## src/rtl/turbo_pkg.sv

```systemverilog
// Shared turbo definitions used by the receive deframer and the encoder control FSM.
package turbo_pkg;

  typedef enum logic [1:0] {
    ST_IDLE = 2'd0,
    ST_DATA = 2'd1,
    ST_TAIL = 2'd2,
    ST_DONE = 2'd3
  } state_e;

  localparam int TAIL_LEN    = 3;
  localparam int CNT_W       = 14;
  localparam int K_LONG_DEF  = 6144;
  localparam int K_SHORT_DEF = 40;

  function automatic logic [CNT_W-1:0] sel_blk_len(input logic flag, input int k_long,
                                                   input int k_short);
    return flag ? CNT_W'(k_long) : CNT_W'(k_short);
  endfunction

endpackage

```

## src/rtl/turbo_rx_deframer.sv

```systemverilog
// Turbo receive deframer: K data triples to the decoder buffer, 3 tail beats to registers.
// Optional build macro TURBO_RX_ERR_CNT_EN adds a saturating frame-error counter output.
module turbo_rx_deframer
  import turbo_pkg::*;
#(
  parameter int SW      = 4,
  parameter int K_LONG  = K_LONG_DEF,
  parameter int K_SHORT = K_SHORT_DEF,
  parameter int AW      = 13
) (
  input  logic            clk,
  input  logic            reset,
  input  logic            in_valid_i,
  output logic            in_ready_o,
  input  logic            in_sof_i,
  input  logic            length_flag_i,
  input  logic [SW-1:0]   in_sys_i,
  input  logic [SW-1:0]   in_p1_i,
  input  logic [SW-1:0]   in_p2_i,
  input  logic            dec_free_i,
  output logic            wr_en_o,
  output logic [AW-1:0]   wr_addr_o,
  output logic [3*SW-1:0] wr_data_o,
  output logic [3*SW-1:0] tail_sys_o,
  output logic [3*SW-1:0] tail_p1_o,
  output logic [3*SW-1:0] tail_p2_o,
  output logic [CNT_W-1:0] blk_len_o,
  output logic            block_done_o,
  output logic            busy_o,
`ifdef TURBO_RX_ERR_CNT_EN
  output logic [7:0]      err_cnt_o,
`endif
  output logic            frame_err_o
);

  state_e            state_q, state_d;
  logic [CNT_W-1:0]  cnt_q, cnt_d;
  logic [CNT_W-1:0]  blk_len_q, blk_len_d;
  logic              wr_en_q, wr_en_d;
  logic [AW-1:0]     wr_addr_q, wr_addr_d;
  logic [3*SW-1:0]   wr_data_q, wr_data_d;
  logic              ferr_q, ferr_d;
  logic              tail_we;
  logic [1:0]        tail_idx;
  logic              accept;
  logic [SW-1:0]     tsys_q [TAIL_LEN];
  logic [SW-1:0]     tp1_q  [TAIL_LEN];
  logic [SW-1:0]     tp2_q  [TAIL_LEN];

  assign accept = in_valid_i & in_ready_o;

  always_ff @(posedge clk) begin
    if (reset) state_q <= ST_IDLE;
    else       state_q <= state_d;
  end

  // An accepted sof always starts a new block, whatever the current state.
  always_comb begin
    state_d   = state_q;
    cnt_d     = cnt_q;
    blk_len_d = blk_len_q;
    wr_en_d   = 1'b0;
    wr_addr_d = wr_addr_q;
    wr_data_d = wr_data_q;
    ferr_d    = 1'b0;
    tail_we   = 1'b0;
    tail_idx  = cnt_q[1:0];
    if (accept) begin
      if (in_sof_i) begin
        ferr_d    = (state_q == ST_DATA) || (state_q == ST_TAIL);
        state_d   = ST_DATA;
        cnt_d     = CNT_W'(1);
        blk_len_d = sel_blk_len(length_flag_i, K_LONG, K_SHORT);
        wr_en_d   = 1'b1;
        wr_addr_d = '0;
        wr_data_d = {in_p2_i, in_p1_i, in_sys_i};
      end else begin
        case (state_q)
          ST_DATA: begin
            wr_en_d   = 1'b1;
            wr_addr_d = AW'(cnt_q);
            wr_data_d = {in_p2_i, in_p1_i, in_sys_i};
            if (cnt_q == blk_len_q - CNT_W'(1)) begin
              cnt_d   = '0;
              state_d = ST_TAIL;
            end else begin
              cnt_d = cnt_q + CNT_W'(1);
            end
          end
          ST_TAIL: begin
            tail_we = 1'b1;
            if (cnt_q == CNT_W'(TAIL_LEN - 1)) begin
              cnt_d   = '0;
              state_d = ST_DONE;
            end else begin
              cnt_d = cnt_q + CNT_W'(1);
            end
          end
          default: begin
            ferr_d  = 1'b1;
            state_d = ST_IDLE;
          end
        endcase
      end
    end else if (state_q == ST_DONE) begin
      state_d = ST_IDLE;
    end
  end

  always_comb begin
    in_ready_o   = 1'b0;
    busy_o       = 1'b0;
    block_done_o = 1'b0;
    if (!reset) begin
      busy_o       = (state_q == ST_DATA) || (state_q == ST_TAIL);
      in_ready_o   = busy_o ? 1'b1 : dec_free_i;
      block_done_o = (state_q == ST_DONE);
    end
  end

  always_ff @(posedge clk) begin
    if (reset) begin
      cnt_q     <= '0;
      blk_len_q <= '0;
      wr_en_q   <= 1'b0;
      wr_addr_q <= '0;
      wr_data_q <= '0;
      ferr_q    <= 1'b0;
    end else begin
      cnt_q     <= cnt_d;
      blk_len_q <= blk_len_d;
      wr_en_q   <= wr_en_d;
      wr_addr_q <= wr_addr_d;
      wr_data_q <= wr_data_d;
      ferr_q    <= ferr_d;
    end
  end

  always_ff @(posedge clk) begin
    if (reset) begin
      for (int i = 0; i < TAIL_LEN; i++) begin
        tsys_q[i] <= '0;
        tp1_q[i]  <= '0;
        tp2_q[i]  <= '0;
      end
    end else if (tail_we) begin
      tsys_q[tail_idx] <= in_sys_i;
      tp1_q[tail_idx]  <= in_p1_i;
      tp2_q[tail_idx]  <= in_p2_i;
    end
  end

  for (genvar g = 0; g < TAIL_LEN; g++) begin : g_tail
    assign tail_sys_o[g*SW +: SW] = tsys_q[g];
    assign tail_p1_o[g*SW +: SW]  = tp1_q[g];
    assign tail_p2_o[g*SW +: SW]  = tp2_q[g];
  end

`ifdef TURBO_RX_ERR_CNT_EN
  logic [7:0] err_cnt_q;
  always_ff @(posedge clk) begin
    if (reset)                               err_cnt_q <= '0;
    else if (ferr_q && (err_cnt_q != 8'hFF)) err_cnt_q <= err_cnt_q + 8'd1;
  end
  assign err_cnt_o = err_cnt_q;
`endif

  assign wr_en_o     = wr_en_q;
  assign wr_addr_o   = wr_addr_q;
  assign wr_data_o   = wr_data_q;
  assign blk_len_o   = blk_len_q;
  assign frame_err_o = ferr_q;

endmodule

```

## config.mk

```make
export PLATFORM = sky130hd
export DESIGN_NAME = turbo_rx_deframer
export DESIGN_NICKNAME = d
export VERILOG_FILES = /design/src/rtl/turbo_pkg.sv /design/src/rtl/turbo_rx_deframer.sv
export SDC_FILE = /design/constraint.sdc
export NUM_CORES = 1
export LEC_CHECK = 0
export CORE_ASPECT_RATIO = 2
export CORE_MARGIN = 2
export CORE_UTILIZATION = 25
export CTS_BUF_LIST = sky130_fd_sc_hd__clkbuf_16
export DETAILED_ROUTE_END_ITERATION = 8
export GPL_ROUTABILITY_DRIVEN = 0
export PLACE_DENSITY_LB_ADDON = 0.12
export SKIP_LAST_GASP = 1
export SLEW_MARGIN = 20
export SYNTH_ARGS = -nofsm -noshare
export SYNTH_HDL_FRONTEND = slang
export SYNTH_SLANG_ARGS = --single-unit
```

## constraint.sdc

```tcl
create_clock -name clk -period 2.6 [get_ports clk]
set_input_delay 0.52 -clock clk [delete_from_list [all_inputs] [get_ports clk]]
set_output_delay 0.52 -clock clk [all_outputs]
set_load 0.02 [all_outputs]
```

Word-level counts from Yosys, hierarchy flattened
Memories as Yosys holds them, arrays and structs flattened. Cells that the tools add are included.

Register bits: 57. Latch bits: 0. RAM bits: 36. ROM bits: 0. Input port bits: 18. Memories kept: 3.

Memories: tp1_q (depth 3, width 4, read ports 3, clocked after memory_dff 0, write ports 3, line turbo_rx_deframer.sv:47) `logic [SW-1:0] tp1_q [TAIL_LEN];`; tp2_q (depth 3, width 4, read ports 3, clocked after memory_dff 0, write ports 3, line turbo_rx_deframer.sv:48) `logic [SW-1:0] tp2_q [TAIL_LEN];`; tsys_q (depth 3, width 4, read ports 3, clocked after memory_dff 0, write ports 3, line turbo_rx_deframer.sv:46) `logic [SW-1:0] tsys_q [TAIL_LEN];`.

$add $sub $neg: 2. Multiply operators: 0. Divide/modulo/power cells: 0. Order comparisons: 0. Eq/ne operators: 7. Shift-type cells: 0. Multiplexer cells: 40. Bitwise operators: 2. Reductions and logical operators: 13.

Operators with widths (count): $mux 14 (3); $mux 13 (3); $pmux 14 s2 (1); $mux 12 (2); $mux 1 (19); $mux 2 (8); $add 14x1->14 const B (1); $eq 14x14->1 (1); $eq 14x2->1 const B (1); $sub 14x1->14 const B (1); $mux 4 (3); $reduce_or 4->1 (3); $ne 4x4->1 const B (2); $reduce_and 2->1 (3); $eq 2x2->1 const B (2); $pmux 2 s2 (1); $reduce_bool 2->1 (2); $reduce_or 2->1 (2); $reduce_and 3->1 (1); $reduce_bool 3->1 (1); $eq 2x1->1 const B (1); $and 1x1->1 (1); $logic_or 1x1->1 (1); $not 1->1 (1).

Depth between registers and ports, before layout
Word-level depth: 11. Mapped depth: 10. Gate-level depth less buffers: 8.

Least setup slack after synthesis
No wires, ideal clock.

Path kind: register to register. Start point: reg blk_len_q[5] (netlist: blk_len_o[5]). End point: reg cnt_q[9]. Arrival time: 2508 ps. Required time: 2483 ps. Slack: -25 ps. Cell stages (with the launch flop): 8. Cells stage by stage: dfxtp_1 -> inv_1 -> ha_1 -> xnor2_1 -> or4_4 -> or4_4 -> and4_4 -> a22o_1.

Word-level cells in the longest chain between the ends: 5.

Ends and longest elaborated chain: from (decl) (line turbo_rx_deframer.sv:38) `logic [CNT_W-1:0] blk_len_q, blk_len_d;`; from (signal assigned) (line turbo_rx_deframer.sv:131) `blk_len_q <= blk_len_d;`; $sub 14x1->14 (line turbo_rx_deframer.sv:83) `if (cnt_q == blk_len_q - CNT_W'(1)) begin`; $eq 14x14->1 (line turbo_rx_deframer.sv:83); $mux 14 (line turbo_rx_deframer.sv:83); $pmux 14 s2 (line turbo_rx_deframer.sv:78) `case (state_q)`; $mux 14 (line turbo_rx_deframer.sv:69) `if (in_sof_i) begin`; to (signal assigned) (line turbo_rx_deframer.sv:130) `cnt_q <= cnt_d;`; to (decl) (line turbo_rx_deframer.sv:37) `logic [CNT_W-1:0] cnt_q, cnt_d;`.

Every way passes these cells. A chain may end at the register's enable or synchronous reset.

Worst setup path in the final report
Start point: reg state_q[0]. End point: out in_ready_o.

Word-level cells in the longest chain between the ends: 4. Elaborated cells between the ends (all ways): 5. Classes of those cells: eq/ne: 2; mux: 2; reduce/logical: 1.

Ends and longest elaborated chain: from (decl) (line turbo_rx_deframer.sv:36) `state_e state_q, state_d;`; from (signal assigned) (line turbo_rx_deframer.sv:54) `else state_q <= state_d;`; $eq 2x1->1 or $eq 2x2->1 (tied branches) (line turbo_rx_deframer.sv:115) `busy_o = (state_q == ST_DATA) || (state_q == ST_TAIL);`; $logic_or 1x1->1 (*) (line turbo_rx_deframer.sv:115); $mux 1 (*) (line turbo_rx_deframer.sv:116) `in_ready_o = busy_o ? 1'b1 : dec_free_i;`; $mux 1 (*) (line turbo_rx_deframer.sv:114) `if (!reset) begin`; to (decl) (line turbo_rx_deframer.sv:14) `output logic in_ready_o,`.

Mark *: on every way between the ends. The rest lies on a longest branch, timed or not.

==> flow_metrics.tcl <==
set metrics [dict create \
    status "completed" \
    crit_cells 5 \
    yosys.area_share.simple 0.2373 \
    worstSetupEndpointType "output port" \
    synth_top_area_share 0.3020 \
    via_count 2751 \
    numCtsBuffers 9 \
    wl_met3_microns 238 \
    r2r_start "blk_len_o[5]" \
    yosysSeqAreaShare 0.5537 \
    die-area_sq_um 15350 \
    synth_top_area_cell "edfxtp_1" \
    viasPerCell 4.278 \
    yosysWarnings 0 \
    cp_cell_sequence "inv_1 > ha_1 > nand2b_1 > and2_1 > clkdlybuf4s50_1" \
    cts-resized-gates 0 \
    crit_buf_inv 2 \
    antenna_found_initial 0 \
    wl_met2_microns 5884 \
    final_cells 643 \
    dpl_worst_slack_ns 0.1180 \
    drt_iter0_markers 86 \
    min_path_type "reg -> reg" \
    fmax_ghz 0.3982 \
    synth_edf_count 36 \
    cts_sinks 81 \
    synth_area_sq_um 3580 \
    synth_compound_area_frac 0.07794 \
    syn_to_final_growth_pct 39.57 \
    synth_area_per_cell_sq_um 10.06 \
    grt_pass1_wl_microns 15200 \
    dr.pass1.iters 4 \
    netlist_top_cells_area "edfxtp_1 30%, dfxtp_1 25%, and2_1 6.8%" \
    crit_type "reg -> out" \
    synth_cell_types 43 \
    num_io_pins 98 \
    cp_top_family "buffers and inverters" \
    ys_seq_elements 81 \
    synth_adder_area_share 0.03495 \
    ff2ff_setup_slack_ns 0.11 \
    drt-met1-wl_microns 3489 \
    synth_mux_area_frac 0.002796 \
    seq_area_sq_um 1983 \
    ant_nets 0 \
    coreArea_sq_um 13970 \
    clockBufferDepth 2 \
    vdd_drop_max_uv 281.4 \
    die_w_microns 88.62 \
    synth_flop_cell "dfxtp_1" \
    crit_path_start_kind "flop" \
    period_share 0.9658 \
    clock_skew_ns 0.008171 \
    io_buffer_count 87 \
    overflow 0 \
    die-height_microns 173.2 \
    cts_tree "yes" \
    setup_viol 0 \
    fin_util 0.3577 \
    wl_microns 9782 \
    grt_setup_unrepaired "false" \
    slew_headroom 0.6494 \
    tns_ns 0 \
    cts_root_buf "clkbuf_16" \
    hold_buffers 0 \
    grt_pass1_vias 2872 \
    highest_layer "met4" \
    p_per_area_nw_per_um2 580.9 \
    cp_max_fo 4 \
    crit_start "state_q[0]" \
    synth_cells 356 \
    synth_top_family_by_area "simple AND/OR/NAND/NOR gates" \
    rr_endpoint "cnt_q[5]" \
    h-tree-depth 3 \
    worst_slack_ns 0.08895 \
    placement_rows 61 \
    post-route-min-period_ns 2.511 \
    rr_worst_depth 7 \
    critPathMaxStageDelay_ns 0.60 \
    synthXorXnorAreaFrac 0.03181 \
    endpoint "in_ready_o" \
    critPathRequiredTime_ns 2.08 \
    fill_cells 1467 \
    clk_pin_slew_ns 0.06 \
    drc 0 \
    async_flop_share 0 \
    n_antenna_cell 0 \
    grt_use_total 0.1334 \
    multiInputGateArea_sq_um 1419 \
    post-cts-setup-buffers 0 \
    layout-drive-gt1-share 0.1013 \
    nNetsFinal 477 \
    power.leakage_nw 1.830 \
    finalHoldViolations 0 \
    dp_hpwl_microns 7563 \
    tightest_slew_ns 0.5211 \
    crit_slowest_cell "clkdlybuf4s50_1" \
    clkLatencyLatePin_ns 0.34 \
    placed_cells 627 \
    start_util 0.2563 \
    wl_per_cell_microns 15.21 \
    drv_cap 0 \
    slew_viol_final 0 \
    grt_max_degree 43 \
    cp.arrival_ns 1.99 \
]
-- worst min path at each step --
stage                             from  slack (ns)  cells past startpoint            to
after CTS                        reset        0.46                      2  wr_data_o[3]
after global routing             reset        0.47                      2  wr_data_o[3]
after floorplan               cnt_q[1]        0.46                      2  wr_addr_o[1]
after global placement    wr_addr_o[0]        0.44                      2  wr_addr_o[0]
final                     wr_addr_o[0]        0.46                      2  wr_addr_o[0]
after detailed placement  wr_addr_o[0]        0.45                      2  wr_addr_o[0]
-- cells in the mapped netlist (2+ instances only) --
| library cell | instances |
|---|---|
| ha_1 | 10 |
| a21o_1 | 2 |
| a31oi_1 | 2 |
| dfxtp_1 | 45 |
| and2_1 | 39 |
| and4_1 | 4 |
| or2_2 | 4 |
| buf_4 | 12 |
| and3_1 | 7 |
| xor2_1 | 9 |
| nor3b_1 | 2 |
| nor3_1 | 11 |
| nand2_1 | 59 |
| a22o_1 | 2 |
| nor2_1 | 7 |
| clkbuf_1 | 19 |
| nor4_1 | 2 |
| xnor2_1 | 4 |
| edfxtp_1 | 36 |
| a21oi_1 | 28 |
| inv_1 | 12 |
| buf_2 | 2 |
| nand3_1 | 10 |
| or4_4 | 2 |
| nand4_1 | 8 |
-- cells by family (layout without fill, tap and decap cells) --
kind of cell               Yosys count  after routing
muxes                                1              1
AOI/OAI and AO/OA                   44             44
DFF                                 81             81
adders and majority gates           10             10
xor gates and xnor gates            13             13
buffers and inverters               45            134
other                                1             10
and+or+nand+nor                    161            161
-- per-layer routing --
layer  vias up  GRT usage
met2        60     0.2632
met5         -          0
li1       1382          -
met4         0    0.05303
met1      1300     0.1298
met3         9    0.02048
-- cell type report --
| cell class | instances | area share |
|---|---|---|
| Multi-Input combinational cell | 239 | 0.2840 |
| Inverter | 12 | 0.009016 |
| Timing Repair Buffer | 106 | 0.2019 |
| Clock inverter | 7 | 0.01578 |
| Sequential cell | 81 | 0.3969 |
| Tap cell | 189 | 0.04733 |
| Clock buffer | 9 | 0.04508 |
-- worst min-delay path, stage by stage, from the launching register on --
cell     delay [ns]
dfxtp_1        0.31
nand2_1        0.05
a21oi_1        0.05
-- report_power, final --
group | leakage, nW | internal (mW) | switching (mW) | total (mW)
Combinational | 0.949 | 0.101 | 0.141 | 0.242
Clock | 0.146 | 0.754 | 0.539 | 1.29
Sequential | 0.735 | 1.35 | 0.0122 | 1.37
-- registers in the layout, summed over array words and instances (netlist names) --
name,count
frame_err_o,1
wr_addr_o,13
tp1_q,12
state_q,2
tsys_q,12
wr_en_o,1
tp2_q,12
blk_len_o,2
cnt_q,14
wr_data_o,12
-- placed cells by master, fill, tap and decap left out, types with 2 or more instances in the layout --
master / Yosys / routed
a21o_1: 2 / 2
a21oi_1: 28 / 28
a22o_1: 2 / 2
a31oi_1: 2 / 2
and2_1: 39 / 39
and3_1: 7 / 7
and4_1: 4 / 4
buf_4: 12 / 19
clkbuf_16: 0 / 9
clkdlybuf4s50_1: 0 / 86
clkinv_4: 0 / 2
conb_1: 1 / 10
dfxtp_1: 45 / 44
edfxtp_1: 36 / 36
ha_1: 10 / 10
inv_1: 12 / 12
nand2_1: 59 / 59
nand3_1: 10 / 10
nand4_1: 8 / 8
nor2_1: 7 / 7
nor3_1: 11 / 11
nor3b_1: 2 / 2
nor4_1: 2 / 2
or2_2: 4 / 4
or4_4: 2 / 2
xnor2_1: 4 / 4
xor2_1: 9 / 9
-- per-stage QoR --
| step | cell area (sq um) | power (mW) | hold WS (ns) |
|---|---|---|---|
| after floorplan | 3615 | 1.526 | 0.4648 |
| after CTS | 4996 | 2.943 | 0.4556 |
| after global placement | 4692 | 1.641 | 0.4435 |
| final | 4996 | 2.902 | 0.4570 |
| after detailed placement | 4692 | 1.643 | 0.4471 |
| after global routing | 4996 | 3.001 | 0.4733 |
Note: power is estimated with default switching activity, not from simulation.
